==> src/rtl/lcd_pkg.sv <==
// Shared constants and FSM state type for the character-LCD message writer.
// Instruction codes follow the HD44780 command set used by the Avalon char LCD controller.
package lcd_pkg;

   localparam logic [7:0] INSTR_CLEAR = 8'h01;
   localparam logic [7:0] INSTR_ROW0  = 8'h80;
   localparam logic [7:0] INSTR_ROW1  = 8'hC0;
   localparam logic [7:0] CHAR_SPACE  = 8'h20;

   localparam logic ADDR_INSTR = 1'b0;
   localparam logic ADDR_DATA  = 1'b1;

   typedef enum logic [2:0] {
      IDLE,
      CLEAR,
      ROW_ADDR,
      CHAR,
      GAP,
      FINISH
   } state_t;

endpackage

==> src/rtl/lcd_msg_rom.sv <==
// Combinational message store: one 16-character line per (message, row).
// Any message, row or column outside the configured display returns a space.
module lcd_msg_rom
   import lcd_pkg::*;
#(
   parameter int N_MSG  = 4,
   parameter int N_COLS = 16,
   parameter int N_ROWS = 2,
   parameter int MSG_W  = 2,
   parameter int COL_W  = 4
) (
   input  logic [MSG_W-1:0] msg_i,
   input  logic             row_i,
   input  logic [COL_W-1:0] col_i,
   output logic [7:0]       char_o
);

   logic [15:0][7:0] line;

   function automatic logic [15:0][7:0] line_text(input int msg, input logic row);
      case (msg)
         0:       line_text = row ? "LCD MSG WRITER  " : "HELLO, WORLD!   ";
         1:       line_text = row ? "SECOND LINE 1   " : "MESSAGE ONE     ";
         2:       line_text = row ? "SECOND LINE 2   " : "MESSAGE TWO     ";
         3:       line_text = row ? "0123456789ABCDEF" : "STATUS: READY   ";
         4:       line_text = row ? "abcdefghijklmnop" : "ALARM: CHECK IO ";
         default: line_text = {16{CHAR_SPACE}};
      endcase
   endfunction

   // NOTE: char_o gets a default before the conditional so no latch is inferred.
   always_comb begin
      line   = line_text(int'(msg_i), row_i);
      char_o = CHAR_SPACE;
      if (int'(msg_i) < N_MSG && int'(row_i) < N_ROWS &&
          int'(col_i) < N_COLS && int'(col_i) < 16) begin
         char_o = line[4'(15 - int'(col_i))];
      end
   end

endmodule

==> src/rtl/lcd_msg_writer.sv <==
// Writes a selected ROM message to an Avalon-MM character LCD controller:
// optional clear, then per row an address instruction followed by N_COLS data writes.
module lcd_msg_writer
   import lcd_pkg::*;
#(
   parameter int N_MSG           = 4,
   parameter int N_COLS          = 16,
   parameter int N_ROWS          = 2,
   parameter int CLEAR_ON_UPDATE = 1,
   parameter int AUTO_UPDATE     = 1,
   parameter int WAIT_TIMEOUT    = 1023
) (
   input  logic                     clk,
   input  logic                     reset,
   input  logic [$clog2(N_MSG)-1:0] msg_sel,
   input  logic                     start,
   output logic                     busy,
   output logic                     done,
   output logic                     error,
   output logic                     address,
   output logic                     chipselect,
   output logic                     write,
   output logic [7:0]               writedata,
   input  logic                     waitrequest
);

   localparam int MSG_W  = $clog2(N_MSG);
   localparam int COL_W  = (N_COLS > 1) ? $clog2(N_COLS) : 1;
   localparam int WAIT_W = (WAIT_TIMEOUT > 0) ? $clog2(WAIT_TIMEOUT + 1) : 1;

   localparam logic [WAIT_W-1:0] WAIT_LIMIT = WAIT_W'(WAIT_TIMEOUT);
   localparam logic [COL_W-1:0]  LAST_COL   = COL_W'(N_COLS - 1);
   localparam logic              LAST_ROW   = 1'(N_ROWS - 1);

   state_t            state_q, next_q;
   logic [MSG_W-1:0]  msg_q, last_q;
   logic              last_vld_q, pending_q, row_q;
   logic [COL_W-1:0]  col_q;
   logic [WAIT_W-1:0] wait_q;
   logic              busy_q, done_q, error_q, cs_q, wr_q, addr_q;
   logic [7:0]        wdata_q;
   logic [7:0]        rom_char;
   logic              idle_trig, busy_trig, launch;

   lcd_msg_rom #(
      .N_MSG (N_MSG),
      .N_COLS(N_COLS),
      .N_ROWS(N_ROWS),
      .MSG_W (MSG_W),
      .COL_W (COL_W)
   ) u_rom (
      .msg_i (msg_q),
      .row_i (row_q),
      .col_i (col_q),
      .char_o(rom_char)
   );

   // While busy a message change is judged against the message being drawn, not the old one.
   always_comb begin
      idle_trig = start || !last_vld_q || ((AUTO_UPDATE != 0) && (msg_sel != last_q));
      busy_trig = start || ((AUTO_UPDATE != 0) && (msg_sel != msg_q));
      launch    = ((state_q == IDLE) && idle_trig) ||
                  ((state_q == FINISH) && (pending_q || busy_trig));
   end

   always_ff @(posedge clk) begin
      if (reset) begin
         state_q    <= IDLE;
         next_q     <= IDLE;
         msg_q      <= '0;
         last_q     <= '0;
         last_vld_q <= 1'b0;
         pending_q  <= 1'b0;
         row_q      <= 1'b0;
         col_q      <= '0;
         wait_q     <= '0;
         busy_q     <= 1'b0;
         done_q     <= 1'b0;
         error_q    <= 1'b0;
         cs_q       <= 1'b0;
         wr_q       <= 1'b0;
         addr_q     <= ADDR_INSTR;
         wdata_q    <= 8'h00;
      end else begin
         done_q <= 1'b0;
         if (start) error_q <= 1'b0;

         case (state_q)
            IDLE: ;
            CLEAR, ROW_ADDR, CHAR: begin
               if (busy_trig) pending_q <= 1'b1;
               if (!waitrequest) begin
                  cs_q    <= 1'b0;
                  wr_q    <= 1'b0;
                  wait_q  <= '0;
                  state_q <= GAP;
                  case (state_q)
                     CLEAR:    next_q <= ROW_ADDR;
                     ROW_ADDR: begin
                        col_q  <= '0;
                        next_q <= CHAR;
                     end
                     default: begin
                        if (col_q != LAST_COL) begin
                           col_q  <= col_q + 1'b1;
                           next_q <= CHAR;
                        end else if (row_q != LAST_ROW) begin
                           row_q  <= 1'b1;
                           next_q <= ROW_ADDR;
                        end else begin
                           next_q <= FINISH;
                        end
                     end
                  endcase
               end else if (wait_q == WAIT_LIMIT) begin
                  // Abort counts as displayed so auto-update does not spin on a dead controller.
                  cs_q       <= 1'b0;
                  wr_q       <= 1'b0;
                  wait_q     <= '0;
                  error_q    <= 1'b1;
                  pending_q  <= 1'b0;
                  busy_q     <= 1'b0;
                  last_q     <= msg_q;
                  last_vld_q <= 1'b1;
                  state_q    <= IDLE;
               end else begin
                  wait_q <= wait_q + 1'b1;
               end
            end
            GAP: begin
               if (busy_trig) pending_q <= 1'b1;
               state_q <= next_q;
               if (next_q == FINISH) begin
                  done_q <= 1'b1;
               end else begin
                  cs_q    <= 1'b1;
                  wr_q    <= 1'b1;
                  addr_q  <= (next_q == CHAR) ? ADDR_DATA : ADDR_INSTR;
                  wdata_q <= (next_q == CHAR) ? rom_char : (row_q ? INSTR_ROW1 : INSTR_ROW0);
               end
            end
            FINISH: begin
               busy_q     <= 1'b0;
               last_q     <= msg_q;
               last_vld_q <= 1'b1;
               state_q    <= IDLE;
            end
            default: state_q <= IDLE;
         endcase

         // NOTE: placed after the case so its non-blocking assignments take precedence.
         if (launch) begin
            msg_q     <= msg_sel;
            row_q     <= 1'b0;
            col_q     <= '0;
            wait_q    <= '0;
            pending_q <= 1'b0;
            busy_q    <= 1'b1;
            cs_q      <= 1'b1;
            wr_q      <= 1'b1;
            addr_q    <= ADDR_INSTR;
            if (CLEAR_ON_UPDATE != 0) begin
               state_q <= CLEAR;
               wdata_q <= INSTR_CLEAR;
            end else begin
               state_q <= ROW_ADDR;
               wdata_q <= INSTR_ROW0;
            end
         end
      end
   end

   assign busy       = busy_q;
   assign done       = done_q;
   assign error      = error_q;
   assign address    = addr_q;
   assign chipselect = cs_q;
   assign write      = wr_q;
   assign writedata  = wdata_q;

endmodule

==> config.mk <==
export PLATFORM = sky130hd
export DESIGN_NAME = lcd_msg_writer
export DESIGN_NICKNAME = d
export VERILOG_FILES = /design/src/rtl/lcd_pkg.sv /design/src/rtl/lcd_msg_rom.sv /design/src/rtl/lcd_msg_writer.sv
export SDC_FILE = /design/constraint.sdc
export NUM_CORES = 1
export LEC_CHECK = 0
export CELL_PAD_IN_SITES_DETAIL_PLACEMENT = 1
export CELL_PAD_IN_SITES_GLOBAL_PLACEMENT = 1
export CORE_UTILIZATION = 36
export CTS_BUF_LIST = sky130_fd_sc_hd__clkbuf_4 sky130_fd_sc_hd__clkbuf_8 sky130_fd_sc_hd__clkbuf_16
export DETAILED_ROUTE_END_ITERATION = 7
export PLACE_DENSITY = 0.65
export SLEW_MARGIN = 20
export SYNTH_ARGS = -nofsm -noshare
export SYNTH_HDL_FRONTEND = slang
export SYNTH_HIERARCHICAL = 1
export SYNTH_SLANG_ARGS = --single-unit
==> constraint.sdc <==
create_clock -name clk -period 3.6 [get_ports clk]
set_input_delay 0.72 -clock clk [delete_from_list [all_inputs] [get_ports clk]]
set_output_delay 0.72 -clock clk [all_outputs]
set_load 0.03 [all_outputs]
**Yosys cells after proc, flatten, opt, wreduce, memory -nomap -nowiden**

Index checks and enable logic that the tools add are counted.

- Flip-flop bits (word level): 40
- Latch bits: 0
- Bits in writable memories: 0
- Bits in read-only memories: 0
- Input port bits: 6
- Output and inout bits: 14
- Word-level logic and storage cells: 129
- Memories: 0

- Add/subtract/negate cells: 3
- Multiply operators: 0
- Divide/modulo/power cells: 0
- $lt $le $gt $ge: 1
- Equal/unequal tests: 23
- Shift operators: 0
- Multiplexer cells: 48
- Bitwise operators: 7
- Reduce and logical (&&, ||, !) cells: 30

Operators with widths:

| operator | number |
|---|---|
| $pmux 128 s4 | 1 |
| $mux 125 | 2 |
| $mux 127 | 1 |
| $mux 123 | 1 |
| $bmux 8 s4 | 1 |
| $mux 8 | 3 |
| $mux 1 | 21 |
| $mux 10 | 2 |
| $mux 3 | 4 |
| $ne 3x3->1 const B | 4 |
| $add 10x1->10 const B | 1 |
| $eq 10x10->1 const B | 1 |
| $reduce_and 2->1 | 5 |
| $eq 3x2->1 const B | 3 |
| $eq 3x3->1 const B | 3 |
| $pmux 3 s3 | 1 |
| $reduce_and 3->1 | 3 |
| $ne 2x2->1 const B | 4 |
| $ne 4x4->1 const B | 2 |
| $pmux 1 s2 | 4 |
| $pmux 4 s2 | 1 |
| $reduce_and 4->1 | 2 |
| $reduce_bool 2->1 | 4 |
| $mux 7 | 1 |
| 20 further kinds | 37 |

**Longest topological paths before layout**

Gate-level depths: netlist of run 1.

- Depth after elaboration: 9
- Mapped depth: 13
- Mapped depth without buffers: 10

**Cells and area by module**

Netlist of run 1, hierarchy kept.

Modules (own cells, without submodules):

| module | instances | cells an instance | area each (um^2) | seq. area each (um^2) |
|---|---|---|---|---|
| lcd_msg_writer | 1 | 209 | 1,844.3 | 800.8 |
| lcd_msg_rom | 1 | 190 | 1,232.4 | 0.0 |

**Least setup slack after synthesis of run 1**

OpenSTA, ideal clock, no wires.

- Path kind: register -> register
- From: reg msg_q[0]
- To: reg wdata_q[6] (netlist: writedata[6])
- Setup time: 0.117 ns
- Data arrival time: 2.174 ns
- Data required time: 3.483 ns
- Slack: 1.309 ns
- Stages on the path, launching flop included: 11
- Buffers on the path: 0
- Clock period less this slack: 2.291 ns
- Cells stage by stage: dfxtp_1 inv_1 ha_1 or2_2 a211oi_1 a311oi_1 nor3_1 a21oi_1 mux2_2 mux2i_1 nor2_1

- Word-level cells in the longest chain between the ends: 6
- Elaborated cells between the ends (all ways): 15
- Classes of those cells: 4 x eq/ne; 5 x mux; 6 x reduce/logical

RTL lines:

| item | line | text |
|---|---|---|
| start: declaration | lcd_msg_writer.sv:36 | `logic [MSG_W-1:0] msg_q, last_q;` |
| start signal: assignment | lcd_msg_writer.sv:153 | `msg_q <= msg_sel;` |
| $eq 2x2->1, or another cell as far along | lcd_msg_rom.sv:21 | `case (msg)` |
| $pmux 128 s4 * | lcd_msg_rom.sv:21 |  |
| $bmux 8 s4 * | lcd_msg_rom.sv:37 | `char_o = line[4'(15 - int'(col_i))];` |
| $mux 8 (implied by the code) * (2 in series) | lcd_msg_rom.sv:37 |  |
| named net rom_char[6] | lcd_msg_writer.sv:42 | `logic [7:0] rom_char;` |
| $mux 8 * | lcd_msg_writer.sv:139 | `wdata_q <= (next_q == CHAR) ? rom_char : (row_q ? INSTR_ROW1 : INSTR_ROW0);` |
| end signal: assignment | lcd_msg_writer.sv:139 |  |
| end: declaration | lcd_msg_writer.sv:41 | `logic [7:0] wdata_q;` |

Mark *: on every way through the listed nets, which the timed path passes. The rest lies on a longest branch. The select of a mux whose other input is x is not followed.
A chain may end at the register's enable or synchronous reset.

**Worst setup path after layout of run 1**

- From: reg msg_q[1]
- To: reg wdata_q[6] (netlist: writedata[6])

The elaborated chain is that of the path after synthesis.

==> results of run 1 <==
## worst min-delay path, stage by stage, from the launching register on
cell	delay, ns
dfxtp_1	0.33
a21oi_1	0.04
nor2_1	0.07
## cell usage after synthesis, types with 4 or more instances
library cell	n
a211oi_1	9
a21oi_1	30
a22oi_1	9
a311oi_1	4
a31oi_1	9
and2_1	4
buf_2	12
buf_4	5
buf_6	5
clkbuf_1	8
dfxtp_1	40
ha_1	7
inv_1	14
mux2i_1	8
nand2_1	28
nand2b_1	6
nand3_1	13
nand3b_1	4
nand4_1	10
nor2_1	35
nor2b_1	10
nor3_1	16
o211ai_1	4
o21ai_0	24
xnor2_1	7
xor2_1	5
## through the flow
stage	util	total power [mW]	cell area (um2)
floorplan	-	0.6339	3077
global placement	0.3973	0.6915	3281
detailed placement	0.3973	0.6944	3281
CTS	0.4120	1.096	3402
global route	0.4120	1.129	3402
finish	0.4120	1.081	3402
## final timing paths
kind | startpoint | end | slack, ns
min | last_vld_q | last_vld_q | 0.48
max reg2reg | msg_q[1] | writedata[6] | 0.62
min reg2reg | last_vld_q | last_vld_q | 0.48
max | msg_q[1] | writedata[6] | 0.62
## flip-flops by register name, summed over array words and instances (netlist names)
signal	cells
error	1
wait_q	10
pending_q	1
writedata	8
next_q	3
msg_q	2
last_vld_q	1
address	1
done	1
state_q	3
row_q	1
busy	1
write	1
col_q	4
last_q	2
## metal layers
layer | global-route usage | share of wire
met1 | 0.2722 | 0.44
met2 | 0.4064 | 0.49
met3 | 0.03221 | 0.037
met4 | 0.09231 | 0.031
met5 | 0 | 0
## cells by family after synthesis
family                     after synthesis
DFF                                     40
muxes                                    9
and+or+nand+nor                        145
xor gates and xnor gates                12
AOI/OAI and AO/OA                      135
other                                    1
adders and majority gates               10
buffers and inverters                   47
## power groups by stage
stage / combinational (mW) / clock, mW / sequential, mW
2_1_floorplan: 0.158 / 0 / 0.476
3_3_place_gp: 0.214 / 0 / 0.478
3_5_place_dp: 0.216 / 0 / 0.478
4_1_cts: 0.217 / 0.411 / 0.468
5_1_grt: 0.236 / 0.423 / 0.470
6_report: 0.219 / 0.395 / 0.468
## final cells by class
type	instances	share of cell area
Tap cell	105	0.03862
Timing Repair Buffer	29	0.07797
Clock inverter	2	0.01140
Multi-Input combinational cell	312	0.5958
Clock buffer	6	0.02427
Inverter	15	0.01655
Sequential cell	40	0.2354
==> flow_summary.ini, run 1 <==
[status]
outcome = finished clean

[worst_setup_path]
path_cells = inv_1, ha_1, nor2b_1, a211oi_1, a311oi_1, nor3_1, a21oi_1, mux2_2, mux2i_1, nor2_1
crit_path_max_fanout = 16
cpPeakStageDelay_ns = 0.66
startpoint_type = flop
cp_num_buf_inv = 1
worst-r2r-cell-count = 10
cpLargestDelayFamily = simple AND/OR/NAND/NOR gates
path_class = reg -> reg
required_ns = 3.83
cp.arrival_ns = 3.22
cp-end-kind = flop
worst-path-stages = 10
slowest_stage = nor2b_1

[final_layout]
area.growth.synth_to_final_pct = 10.57
layout_commonest_cell = dfxtp_1
antenna_cells = 0
drive_above_1_share = 0.07921
final_cell_mix = 40 x dfxtp_1, 35 x nor2_1, 30 x a21oi_1
fill_cells = 1047
fin_nets = 418
fin_cells = 509
register_area_um2 = 800.8
multi_input_area_um2 = 2027

[synth]
synth.area.mux_share = 0.02969
seq_area_frac_synth = 0.2603
yosys.area_share.simple = 0.2407
synth-seq-cells = 40
synth-compound-area-share = 0.3083
synth_top_cell_by_area = dfxtp_1
avgSynthCellArea_um2 = 7.711
synth_fp_nets = 414
netlist_instances = 399
synth_top_family_by_area = compound AO/OA/AOI/OAI gates
synth_fa_ha_area_frac = 0.04473
synth-main-ff-cell = dfxtp_1
yosysUniqueCellTypes = 71
yosysWarningCount = 6
synth.area.top_cells = dfxtp_1 26%, a21oi_1 4.9%, nor2_1 4.3%
synth_xor_area_frac = 0.03416
synth_top_area_frac = 0.2603
synth_edf_count = 0
synthArstFlopShare = 0
synthesis.area_um2 = 3077

[floorplan]
die_h_um = 94.45
core_um2 = 8258
die-width_um = 94.45
ios = 20
initial_utilization = 0.3726
rows = 33
fp.dieArea_um2 = 8920

[cts]
clkSlewWorstSetupHoldPaths_ns = 0.09
cts_buffers = 5
cts_setup_buffers = 0
cts_hold_buf = 0
cts_buffer_depth = 2
cts_htree_levels = 2
worstSkewPairLatency_ns = 0.29
cts.sinks = 40
cts_tree = done
ctsResizeCount = 0
cts_root_buf = clkbuf_8

[placed_design]
place_inst = 501
portBuffers = 19
gp_congestion = 0.8118
dp_hpwl_um = 7058
place_ws_ns = 0.6668

[min_path]
hp-class = reg -> reg
whs_path_depth = 2

[routing]
num_vias = 3094
drc_errors = 0
vias_per_cell = 6.079
drt-wirelength-per-cell_um = 19.11
drt_iter0_drc = 124
totalWireLength_um = 9728
antenna_left = 0
dr.pass1.iters = 4

[sta]
relSlewSlack = 0.4423
tns_ns = 0
period_minus_slack_ns = 2.984
setup_viol = 0
holdWs_ns = 0.4779
slew_viol_final = 0
period_share = 0.8290
rsz0062_at_grt = no
skew_ns = 0.009847
tightest_slew_ns = 0.8354
setup_slack_ns = 0.6157
finalHoldViolCount = 0
clock.fmax_ghz = 0.3351

[global_route]
grt_use_total = 0.2279
grt_max_degree = 35
antenna_found_initial = 0
overflow = 0
first_global_vias = 3100
grt_first_pass_wirelength_um = 15720

[pwr]
seq_power_share = 0.433
p_leak_nw = 1.132
p_sw_mw = 0.3236
power_frac_clock = 0.365
switching_share = 0.2993
p_per_area_nw_per_um2 = 317.8
power_frac_comb = 0.202
p_int_mw = 0.7574
vdd_ir_drop_max_uv = 190.3

[job]
max_cap_violations = 0
No activity file was read; power rests on OpenSTA's default activity.
==> run 2: changes to the inputs <==
- PLACE_DENSITY: 0.65 -> 0.68
- clock period: 3.6 -> 2.6 ns (I/O delays scaled with it)
==> flow_summary.ini, run 2 (same netlist as run 1, synthesis figures left out) <==
[worst_setup_path]
crit_path_max_fanout = 15
slowest_stage = dfxtp_1
r2r-end = writedata[4]
worst-r2r-cell-count = 8
crit_top_cell = a211oi_1
cp.arrival_ns = 2.57
path_cells = buf_4, fa_1, o21ai_0, a211oi_1, a211oi_1, a311o_1, a22oi_1, nor2_1
cp-end-kind = flop
startpoint_type = flop
required_ns = 2.79
path_class = reg -> reg
cpPeakStageDelay_ns = 0.58
ff2ff_setup_slack_ns = 0.22
reg2reg_from = row_q

[routing]
totalWireLength_um = 9898
drt_iter0_drc = 130
dr.pass1.iters = 4
vias_per_cell = 6.109
drc_errors = 0
drt-wirelength-per-cell_um = 18.85
num_vias = 3207
antenna_left = 0

[cts]
cts_hold_buf = 0
cts_setup_buffers = 0
clkSlewWorstSetupHoldPaths_ns = 0.08
worstSkewPairLatency_ns = 0.29
cts_htree_levels = 2
cts.sinks = 40
cts_root_buf = clkbuf_8
cts_buffer_depth = 2
cts_buffers = 5
cts_tree = done

[sta]
rsz0062_at_grt = no
setup_viol = 0
period_share = 0.9146
clock.fmax_ghz = 0.4205
tightest_slew_ns = 0.6497
relSlewSlack = 0.5660
period_minus_slack_ns = 2.378
slew_viol_final = 0
tns_ns = 0
skew_ns = 0.005253
finalHoldViolCount = 0

[global_route]
grt_util_met1 = 0.2892
first_global_vias = 3250
grt_max_degree = 20
antenna_found_initial = 0
use_met2 = 0.3919
use_met3 = 0.03462
overflow = 0
grt_first_pass_wirelength_um = 16350
top_usage_layer = met2
grt_use_total = 0.2356

[placed_design]
dp_hpwl_um = 7460
gp_congestion = 0.9427
portBuffers = 19
place_inst = 518

[min_path]
hp-start = writedata[7]
whs_endpoint = writedata[7]
hp-class = reg -> reg
whs_path_depth = 2

[floorplan]
fp.dieArea_um2 = 8920
die-width_um = 94.45
ios = 20
initial_utilization = 0.3726
core_um2 = 8258
die_h_um = 94.45
rows = 33

[pwr]
p_int_mw = 0.9297
switching_share = 0.3212
power_frac_comb = 0.236
finalPower_mw = 1.370
power_frac_clock = 0.297
seq_power_share = 0.467
p_sw_mw = 0.4399
p_leak_nw = 1.197
p_per_area_nw_per_um2 = 392.1
vdd_ir_drop_max_uv = 239.8

[final_layout]
fill_cells = 1044
largest_reg_flops = 10
antenna_cells = 0
final_cell_mix = 39 x dfxtp_1, 35 x nor2_1, 30 x a21oi_1
drive_above_1_share = 0.1190
area.growth.synth_to_final_pct = 13.54
fin_nets = 435
fin_cells = 525
largest_register = wait_q
layout_commonest_cell = dfxtp_1

[job]
max_cap_violations = 0

[status]
outcome = finished clean
## run 2: worst max-delay path by stage
stage | slack, ns | to | start
floorplan | 0.31 | writedata[6] | msg_q[0]
global placement | 0.21 | writedata[4] | row_q
detailed placement | 0.21 | writedata[6] | msg_q[1]
CTS | 0.20 | writedata[6] | msg_q[1]
global route | 0.06 | writedata[6] | msg_q[0]
finish | 0.22 | writedata[4] | row_q
## run 2: critical path, delay by kind of cell, from the launching register on
family          cells  cell delay [ns]
fa+ha+maj           1             0.28
flops               1             0.58
buf+inv             1             0.29
simple gates        1             0.05
compound gates      5             1.07
## run 2: layout make-up
cell class	instances	area [um2]	area share
clock buffer	5	68.82	0.01970
clock inverter	2	12.51	0.003582
inverter	15	56.30	0.01612
multi-input combinational	312	2029	0.5809
sequential	40	802.0	0.2296
tap	105	131.4	0.03761
timing repair buffer	46	392.9	0.1125
## run 2: metrics by stage
stage                 util  hold slack, ns  area [um2]  worst slack [ns]
global placement    0.4127          0.4512        3408            0.2139
detailed placement  0.4127          0.4538        3408            0.2093
CTS                 0.4226          0.4682        3490            0.1994
global route        0.4230          0.4965        3493           0.05892
floorplan                -          0.4378        3077            0.3087
finish              0.4230          0.4659        3493            0.2221
## run 2: routing by layer
metal	up-vias	routed length [um]
met5	-	0
met4	0	475
met3	30	437
met2	94	4660
met1	1556	4325
li1	1527	-
## run 2: power groups by stage
| stage | Sequential (mW) | Combinational, mW | Clock [mW] |
|---|---|---|---|
| global route | 0.642 | 0.352 | 0.443 |
| floorplan | 0.659 | 0.219 | 0 |
| detailed placement | 0.653 | 0.321 | 0 |
| global placement | 0.653 | 0.318 | 0 |
| CTS | 0.639 | 0.322 | 0.426 |
| finish | 0.639 | 0.324 | 0.407 |
## run 2: what timing repair did
action / in CTS / in global routing
gates resized for setup: 0 / 2
endpoints found under the hold margin: 0 / 0
endpoints found under the setup margin: 0 / 1
==> run 3: changes to the inputs <==
- CTS_CLUSTER_DIAMETER: unset -> 150
==> results of run 3 <==
No change in the layout: final DEF, timing and power equal those of run 2.
